**config.mk**
```make
export PLATFORM = sky130hd
export DESIGN_NAME = uart_rx_cfg
export DESIGN_NICKNAME = d
export VERILOG_FILES = /design/src/rtl/uart_rx_cfg.sv
export SDC_FILE = /design/constraint.sdc
export NUM_CORES = 1
export LEC_CHECK = 0
export BUFFER_PORTS_ARGS = -buffer_cell sky130_fd_sc_hd__buf_2
export CAP_MARGIN = 40
export CORE_ASPECT_RATIO = 1.5
export CORE_UTILIZATION = 50
export DETAILED_ROUTE_END_ITERATION = 7
export PLACE_DENSITY = 0.76
export SETUP_SLACK_MARGIN = 0.3
export SLEW_MARGIN = 20
export SYNTH_ARGS = -nofsm -noshare
export SYNTH_HDL_FRONTEND = slang
export SYNTH_SLANG_ARGS = --single-unit
```
**constraint.sdc**
```tcl
create_clock -name clk -period 3.3 [get_ports clk]
set_clock_uncertainty 0.05 [all_clocks]
set_input_delay 0.495 -clock clk [delete_from_list [all_inputs] [get_ports clk]]
set_output_delay 0.495 -clock clk [all_outputs]
set_load 0.02 [all_outputs]
```
**src/rtl/uart_rx_cfg.sv**
```systemverilog
// Parametrised UART receiver: oversampled majority-vote sampling, optional parity,
// one or two stop bits, false-start rejection and break (continuous low) handling.
module uart_rx_cfg #(
    parameter int CLK_FREQ   = 65_000_000,
    parameter int BAUD_RATE  = 115200,
    parameter int DATA_BITS  = 8,
    parameter int PARITY     = 0,
    parameter int STOP_BITS  = 1,
    parameter int OVERSAMPLE = 16
) (
    input  logic                 clk,
    input  logic                 rst_n,
    input  logic                 rxd,
    output logic [DATA_BITS-1:0] rx_data,
    output logic                 valid,
    output logic                 parity_err,
    output logic                 frame_err,
    output logic                 busy
);

    localparam int DIV_RAW = CLK_FREQ / (BAUD_RATE * OVERSAMPLE);
    localparam int DIV     = (DIV_RAW < 1) ? 1 : DIV_RAW;
    localparam int DW      = (DIV > 1) ? $clog2(DIV) : 1;
    localparam int TW      = $clog2(OVERSAMPLE);
    localparam int BCW     = $clog2(DATA_BITS);

    localparam logic [DW-1:0]  DIV_LAST  = DW'(DIV - 1);
    localparam logic [TW-1:0]  TICK_S0   = TW'(OVERSAMPLE / 2 - 1);
    localparam logic [TW-1:0]  TICK_S1   = TW'(OVERSAMPLE / 2);
    localparam logic [TW-1:0]  TICK_MID  = TW'(OVERSAMPLE / 2 + 1);
    localparam logic [TW-1:0]  TICK_LAST = TW'(OVERSAMPLE - 1);
    localparam logic [BCW-1:0] BIT_LAST  = BCW'(DATA_BITS - 1);
    localparam logic [BCW-1:0] STOP_LAST = BCW'(STOP_BITS - 1);

    localparam logic [2:0] S_IDLE   = 3'd0;
    localparam logic [2:0] S_START  = 3'd1;
    localparam logic [2:0] S_DATA   = 3'd2;
    localparam logic [2:0] S_PARITY = 3'd3;
    localparam logic [2:0] S_STOP   = 3'd4;

    logic                 r_sync1, r_sync2;
    logic [2:0]           r_state;
    logic [DW-1:0]        r_div_cnt;
    logic [TW-1:0]        r_tick_cnt;
    logic [BCW-1:0]       r_bit_cnt;
    logic                 r_samp0, r_samp1;
    logic [DATA_BITS-1:0] r_shift;
    logic                 r_par_acc;
    logic                 r_par_err;
    logic                 r_frame_err;
    logic                 r_seen_high;
    logic [DATA_BITS-1:0] r_rx_data;
    logic                 r_valid;
    logic                 r_parity_err_o;
    logic                 r_frame_err_o;

    logic w_rxs, w_tick, w_mid, w_end, w_bit, w_par_exp;

    assign w_rxs  = r_sync2;
    assign w_tick = (r_div_cnt == DIV_LAST);
    assign w_mid  = w_tick && (r_tick_cnt == TICK_MID);
    assign w_end  = w_tick && (r_tick_cnt == TICK_LAST);
    // Third sample is taken live on the deciding tick, so the vote is ready in that cycle.
    assign w_bit  = (r_samp0 & r_samp1) | (r_samp0 & w_rxs) | (r_samp1 & w_rxs);
    assign w_par_exp = (PARITY == 1) ? ~r_par_acc : r_par_acc;

    always_ff @(posedge clk or negedge rst_n) begin
        if (!rst_n) begin
            r_sync1        <= 1'b1;
            r_sync2        <= 1'b1;
            r_state        <= S_IDLE;
            r_div_cnt      <= '0;
            r_tick_cnt     <= '0;
            r_bit_cnt      <= '0;
            r_samp0        <= 1'b1;
            r_samp1        <= 1'b1;
            r_shift        <= '0;
            r_par_acc      <= 1'b0;
            r_par_err      <= 1'b0;
            r_frame_err    <= 1'b0;
            r_seen_high    <= 1'b1;
            r_rx_data      <= '0;
            r_valid        <= 1'b0;
            r_parity_err_o <= 1'b0;
            r_frame_err_o  <= 1'b0;
        end else begin
            r_sync1 <= rxd;
            r_sync2 <= r_sync1;
            r_valid <= 1'b0;

            // Holding the counters at zero in IDLE phase-aligns ticks to the start edge.
            if (r_state == S_IDLE) begin
                r_div_cnt  <= '0;
                r_tick_cnt <= '0;
            end else if (w_tick) begin
                r_div_cnt  <= '0;
                r_tick_cnt <= (r_tick_cnt == TICK_LAST) ? '0 : r_tick_cnt + 1'b1;
                if (r_tick_cnt == TICK_S0) r_samp0 <= w_rxs;
                if (r_tick_cnt == TICK_S1) r_samp1 <= w_rxs;
            end else begin
                r_div_cnt <= r_div_cnt + 1'b1;
            end

            case (r_state)
                S_IDLE: begin
                    if (w_rxs) begin
                        r_seen_high <= 1'b1;
                    end else if (r_seen_high) begin
                        r_state     <= S_START;
                        r_bit_cnt   <= '0;
                        r_par_acc   <= 1'b0;
                        r_par_err   <= 1'b0;
                        r_frame_err <= 1'b0;
                    end
                end
                S_START: begin
                    if (w_mid && w_bit) r_state <= S_IDLE;
                    else if (w_end)     r_state <= S_DATA;
                end
                S_DATA: begin
                    if (w_mid) begin
                        r_shift   <= {w_bit, r_shift[DATA_BITS-1:1]};
                        r_par_acc <= r_par_acc ^ w_bit;
                    end
                    if (w_end) begin
                        if (r_bit_cnt == BIT_LAST) begin
                            r_bit_cnt <= '0;
                            r_state   <= (PARITY != 0) ? S_PARITY : S_STOP;
                        end else begin
                            r_bit_cnt <= r_bit_cnt + 1'b1;
                        end
                    end
                end
                S_PARITY: begin
                    if (w_mid) r_par_err <= w_bit ^ w_par_exp;
                    if (w_end) r_state <= S_STOP;
                end
                S_STOP: begin
                    // Final stop bit completes at mid-bit so the next start edge is never missed.
                    if (w_mid && (r_bit_cnt == STOP_LAST)) begin
                        r_valid        <= 1'b1;
                        r_rx_data      <= r_shift;
                        r_parity_err_o <= r_par_err;
                        r_frame_err_o  <= r_frame_err | ~w_bit;
                        r_state        <= S_IDLE;
                        if (!w_bit) r_seen_high <= 1'b0;
                    end else begin
                        if (w_mid && !w_bit) r_frame_err <= 1'b1;
                        if (w_end) r_bit_cnt <= r_bit_cnt + 1'b1;
                    end
                end
                default: r_state <= S_IDLE;
            endcase
        end
    end

    assign rx_data    = r_rx_data;
    assign valid      = r_valid;
    assign parity_err = r_parity_err_o;
    assign frame_err  = r_frame_err_o;
    assign busy       = (r_state != S_IDLE);

endmodule

```
# After elaboration in Yosys (flattened, before gate mapping)
# Index checks and enable logic that the tools add are counted.
dict set report word_totals {
  reg_bits 43
  in_bits 3
  output_inout_bits 12
  word_cells 112
}
dict set report op_classes {
  addsub 3
  eq_ne 24
  n_mux 35
  bitwise 9
  reduce_logical 24
}
# op n
set op_table {}
lappend op_table {{3-bit two-way mux} 14}
lappend op_table {{2-bit inequality test (second input constant)} 13}
lappend op_table {{3-bit case mux with 5 select lines} 1}
lappend op_table {{4-bit equality test (second input constant)} 3}
lappend op_table {{4-bit two-way mux} 3}
lappend op_table {{6-bit two-way mux} 2}
lappend op_table {{4-bit AND reduction} 3}
lappend op_table {{1-bit two-way mux} 10}
lappend op_table {{3-bit case mux with 3 select lines} 1}
lappend op_table {{1-bit case mux with 2 select lines} 4}
lappend op_table {{2-bit nonzero test} 4}
lappend op_table {{7-bit AND reduction} 1}
lappend op_table {{6-bit by 1-bit adder with 6-bit output (second input constant)} 1}
lappend op_table {{3-bit by 2-bit equality test with 1-bit output (second input constant)} 2}
lappend op_table {{3-bit equality test (second input constant)} 2}
lappend op_table {{6-bit equality test (second input constant)} 1}
lappend op_table {{3-bit logical NOT} 2}
lappend op_table {{3-bit AND reduction} 2}
lappend op_table {{6-bit AND reduction} 1}
lappend op_table {{3-bit nonzero test} 2}
lappend op_table {{1-bit logical AND} 5}
lappend op_table {{5-bit AND reduction} 1}
lappend op_table {{4-bit by 1-bit adder with 4-bit output (second input constant)} 1}
lappend op_table {{4-bit by 3-bit equality test with 1-bit output (second input constant)} 1}
lappend op_table {{other kinds (9)} 15}

# Longest topological paths before layout
dict set report depth {
  depth_word 8
  mapped_depth 8
  mapped_depth_nobuf 7
}

# Worst setup path before layout
# Ideal clock, no wire load.
dict set report synth_path {
  path_type {reg-to-reg}
  start {reg r_div_cnt[0]}
  end {reg r_parity_err_o (netlist: parity_err)}
  setup_ps 125
  arrival_ps 1904
  required_time_ps 3125
  setup_slack_ps 1221
  path_stages_with_launch 8
  n_path_buf 1
  period_less_slack_ps 2079
  path_cell_list {dfrtp_1 -> inv_1 -> ha_1 -> nor4b_4 -> nand3_2 -> nor3_1 -> buf_4 -> mux2_2}
}
dict set report synth_between {
  elab_chain_cells 4
}
# item line_no
set synth_lines {}
lappend synth_lines {{start: declaration} 43} ;# logic [DW-1:0] r_div_cnt;
lappend synth_lines {{start signal: assignment} 101} ;# r_div_cnt <= r_div_cnt + 1'b1;
lappend synth_lines {{6-bit equality test} 60} ;# assign w_tick = (r_div_cnt == DIV_LAST);
lappend synth_lines {{1-bit logical AND} 61} ;# assign w_mid = w_tick && (r_tick_cnt == TICK_MID);
lappend synth_lines {{1-bit logical AND} 140} ;# if (w_mid && (r_bit_cnt == STOP_LAST)) begin
lappend synth_lines {{2-bit AND reduction (no line)} n/a}
lappend synth_lines {{end signal: assignment} 143} ;# r_parity_err_o <= r_par_err;
lappend synth_lines {{end: declaration} 54} ;# logic r_parity_err_o;
# Every way passes these cells.
# A chain may end at the register's enable or synchronous reset.

# Worst setup path after layout
dict set report layout_path {
  start {reg r_state[0]}
  end {out busy}
}
dict set report layout_between {
  elab_chain_cells 1
}
# item line_no
set layout_lines {}
lappend layout_lines {{start: declaration} 42} ;# logic [2:0] r_state;
lappend layout_lines {{start signal: assignment} 128} ;# r_state <= (PARITY != 0) ? S_PARITY : S_STOP;
lappend layout_lines {{3-bit nonzero test} 161} ;# assign busy = (r_state != S_IDLE);
lappend layout_lines {{end: declaration} 18} ;# output logic busy
# Every way passes these cells.

==> flow_summary_export.csv <==
group,metric,value,unit
floorplan,die_height,81.2,um
global_routing,track_usage,19.5,%
yosys,synth_cells,180,
drt,vias,1332,
pwr,peakVddDrop,0.400,mV
sta,finalSetupViolCount,0,
final_layout,nFillCells,326,
clock_tree,clkSinkCount,43,
sta,tns,0,ns
clock_tree,cts_setup_buffers,0,
sta,fin_ws,0.994,ns
yosys,synthTopCellsByArea,"dfrtp_1 (45%), mux2_2 (7.0%), dfstp_2 (6.3%)",
clock_tree,cts_htree_levels,2,
worst_setup_path,crit_required,2.75,ns
yosys,yosys_warnings,0,
worst_setup_path,r2r_cells,7,
outcome,outcome,"completed",
clock_tree,clk_path_buf_depth,2,
worst_setup_path,rr_startpoint,"r_div_cnt[0]$_DFF_PN0_",
place,dp_hpwl,2660,um
floorplan,core_area,3960,sq um
sta,post-route-min-period,2.31,ns
clock_tree,insertion_delay,0.29,ns
run,max_cap_viol_count,0,
global_routing,grt-ovfl-total,0,
sta,hold_viol,0,
global_routing,grt_start_max_net_pins,26,
worst_setup_path,crit_type,"flop to primary output",
worst_setup_path,cp-start-kind,"flop",
clock_tree,cts_buffers,5,
final_layout,antenna_cells,0,
final_layout,areaGrowthSynthToFinish,10.6,%
drt,drtAntennaViolNets,0,
final_layout,layout.cells.non_filler,243,
floorplan,rows,28,
worst_hold_path,hp-class,"input port to asynchronous set/reset pin",
drt,firstDrtPassIters,4,
final_layout,nets,208,
clock_tree,ctsResizeCount,0,
place,placedCellCount,235,
yosys,syn_area,2090,sq um
drt,vias_per_cell,5.48,
place,pre_cts_slack,1.08,ns
clock_tree,holdBufCountCts,0,
worst_setup_path,r2r_slack,1.07,ns
final_layout,final_common_cell,"dfrtp_1",
yosys,ys_ff_latch,43,
pwr,finalPower,1140,uW
sta,clock.fmax,434,MHz
floorplan,die_x,54.8,um
worst_setup_path,cpMaxStageDelayCell,"nor3_2",
sta,slew_violations,0,
drt,drtIter0Drc,22,
yosys,synth_fp_nets,191,
clock_tree,cts_root_buf,"clkbuf_8",
floorplan,io_pins,15,
yosys,synth_seq_area_share,51.7,%
yosys,synth.distinct_cells,43,
floorplan,start_util,52.8,%
worst_setup_path,worstSetupEndpointType,"primary output",
worst_setup_path,max_stage_delay,0.58,ns
worst_setup_path,crit_fanout,14,
final_layout,drive_above_1_share,28.3,%
worst_setup_path,path_cells,"nor3_2 -> inv_1 -> buf_2",
clock_tree,cts_tree,"built",
pwr,power_leakage,0.00113,uW
yosys,synth_top_area_share,45.5,%
clock_tree,clk_pin_slew_worst_paths,0.08,ns
drt,drc_errors,0,
global_routing,grt_pass1_vias,1416,
final_layout,final_cell_mix,"dfrtp_1 (38), nor2_1 (18), nand2_1 (16), buf_2 (14), mux2_2 (13)",
yosys,syn_avg_cell_area,11.6,sq um
sta,rsz0062_at_grt,"no",
final_layout,utilization,58.5,%
global_routing,grt_antenna_before_repair,0,
pwr,powerDensity,494,nW/um^2
floorplan,dieArea,4450,sq um
yosys,synth.largest_area_cell,"dfrtp_1",
sta,finalCritPeriodShare,69.9,%
sta,slew-limit-headroom,59.3,%
drt,wl_per_cell,14.5,um
sta,tightest_slew,0.607,ns
worst_setup_path,rr_endpoint,"r_bit_cnt[2]$_DFFE_PN0P_",
worst_setup_path,worstPathArrival,1.76,ns
global_routing,grt_pass1_wl,6090,um
place,io_buffers,14,
place,place_congestion,0.875,
drt,totalWireLength,3530,um
==> cell type report <==
| cell class | count | area (sq um) | area share, % |
|---|---|---|---|
| clock buffer | 7 | 96.3 | 4.16 |
| clock inverter | 1 | 7.51 | 0.324 |
| inverter | 8 | 30.0 | 1.30 |
| multi-input combinational | 123 | 937 | 40.5 |
| sequential | 43 | 1080 | 46.8 |
| tap | 45 | 56.3 | 2.43 |
| timing repair buffer | 16 | 105 | 4.54 |
==> logic make-up after synthesis <==
| logic type | Yosys count | synth area share (%) |
|---|---|---|
| simple gates | 63 | 16.7 |
| mux | 23 | 13.7 |
| compound gates | 23 | 7.12 |
| flops | 43 | 51.7 |
| xor+xnor | 6 | 2.51 |
| buf+inv | 14 | 3.47 |
| fa+ha+maj | 8 | 4.78 |
==> sequential cells by signal (all words and copies together), names as in the netlist <==
| register | count |
|---|---|
| r_div_cnt | 6 |
| r_bit_cnt | 3 |
| r_tick_cnt | 4 |
| parity_err | 1 |
| rx_data | 8 |
| r_par_acc | 1 |
| r_sync1 | 1 |
| r_par_err | 1 |
| r_samp1 | 1 |
| r_frame_err | 1 |
| r_shift | 8 |
| frame_err | 1 |
| r_sync2 | 1 |
| r_seen_high | 1 |
| valid | 1 |
| r_samp0 | 1 |
| r_state | 3 |
==> worst max-delay path, delay by kind of cell (launching register included) <==
| family | cells | cell delay (ns) |
|---|---|---|
| buffers and inverters | 2 | 0.37 |
| AND/OR/NAND/NOR | 1 | 0.58 |
| flip-flops | 1 | 0.52 |
==> synth_stat cells, drive strengths merged <==
cell type  count
a21o           1
a21oi          6
a22o           1
a2bb2oi        2
a31oi          2
a41oi          1
and2           1
and3           1
and3b          1
buf            5
clkbuf         1
dfrtp         38
dfstp          5
ha             8
inv            8
mux2          21
mux2i          2
nand2         16
nand2b         5
nand3          4
nand3b         4
nand4b         1
nor2          18
nor3           5
nor3b          1
nor4           2
nor4b          1
o211ai         2
o21a           1
o21ai          5
o21ba          1
o22ai          1
or3            1
or4            1
or4b           1
xnor2          2
xor2           4
==> stage by stage <==
stage	cell area [sq um]	hold slack (ns)
after floorplan	2090	0.149
after global placement	2180	0.296
after detailed placement	2210	0.298
after CTS	2310	0.109
after global routing	2310	0.129
final	2310	0.109
==> layer usage <==
layer	GRT usage, %	wire (um)	share of wire [%]
met4	9.23	98	2.8
met2	34.1	1880	53
met5	0	0	0
met3	5.43	112	3.2
met1	20.4	1440	41
==> how the worst max path moves through the flow <==
stage	cells past startpoint	start	to	slack, ns
floorplan	7	r_div_cnt[0]$_DFF_PN0_	parity_err$_DFFE_PN0P_	1.22
global placement	7	r_div_cnt[0]$_DFF_PN0_	r_bit_cnt[2]$_DFFE_PN0P_	1.14
detailed placement	7	r_div_cnt[0]$_DFF_PN0_	r_bit_cnt[2]$_DFFE_PN0P_	1.08
CTS	3	r_state[0]$_DFFE_PN0P_	busy	0.97
global route	3	r_state[0]$_DFFE_PN0P_	busy	0.84
finish	3	r_state[0]$_DFFE_PN0P_	busy	0.99
==> where the power goes <==
part	leakage, uW	switching, uW	internal (uW)	total [uW]
logic	0.000505	77.9	72.4	150
clock network	0.0000505	173	190	363
registers	0.000570	59.4	571	630
No activity file was read; power rests on OpenSTA's default activity.
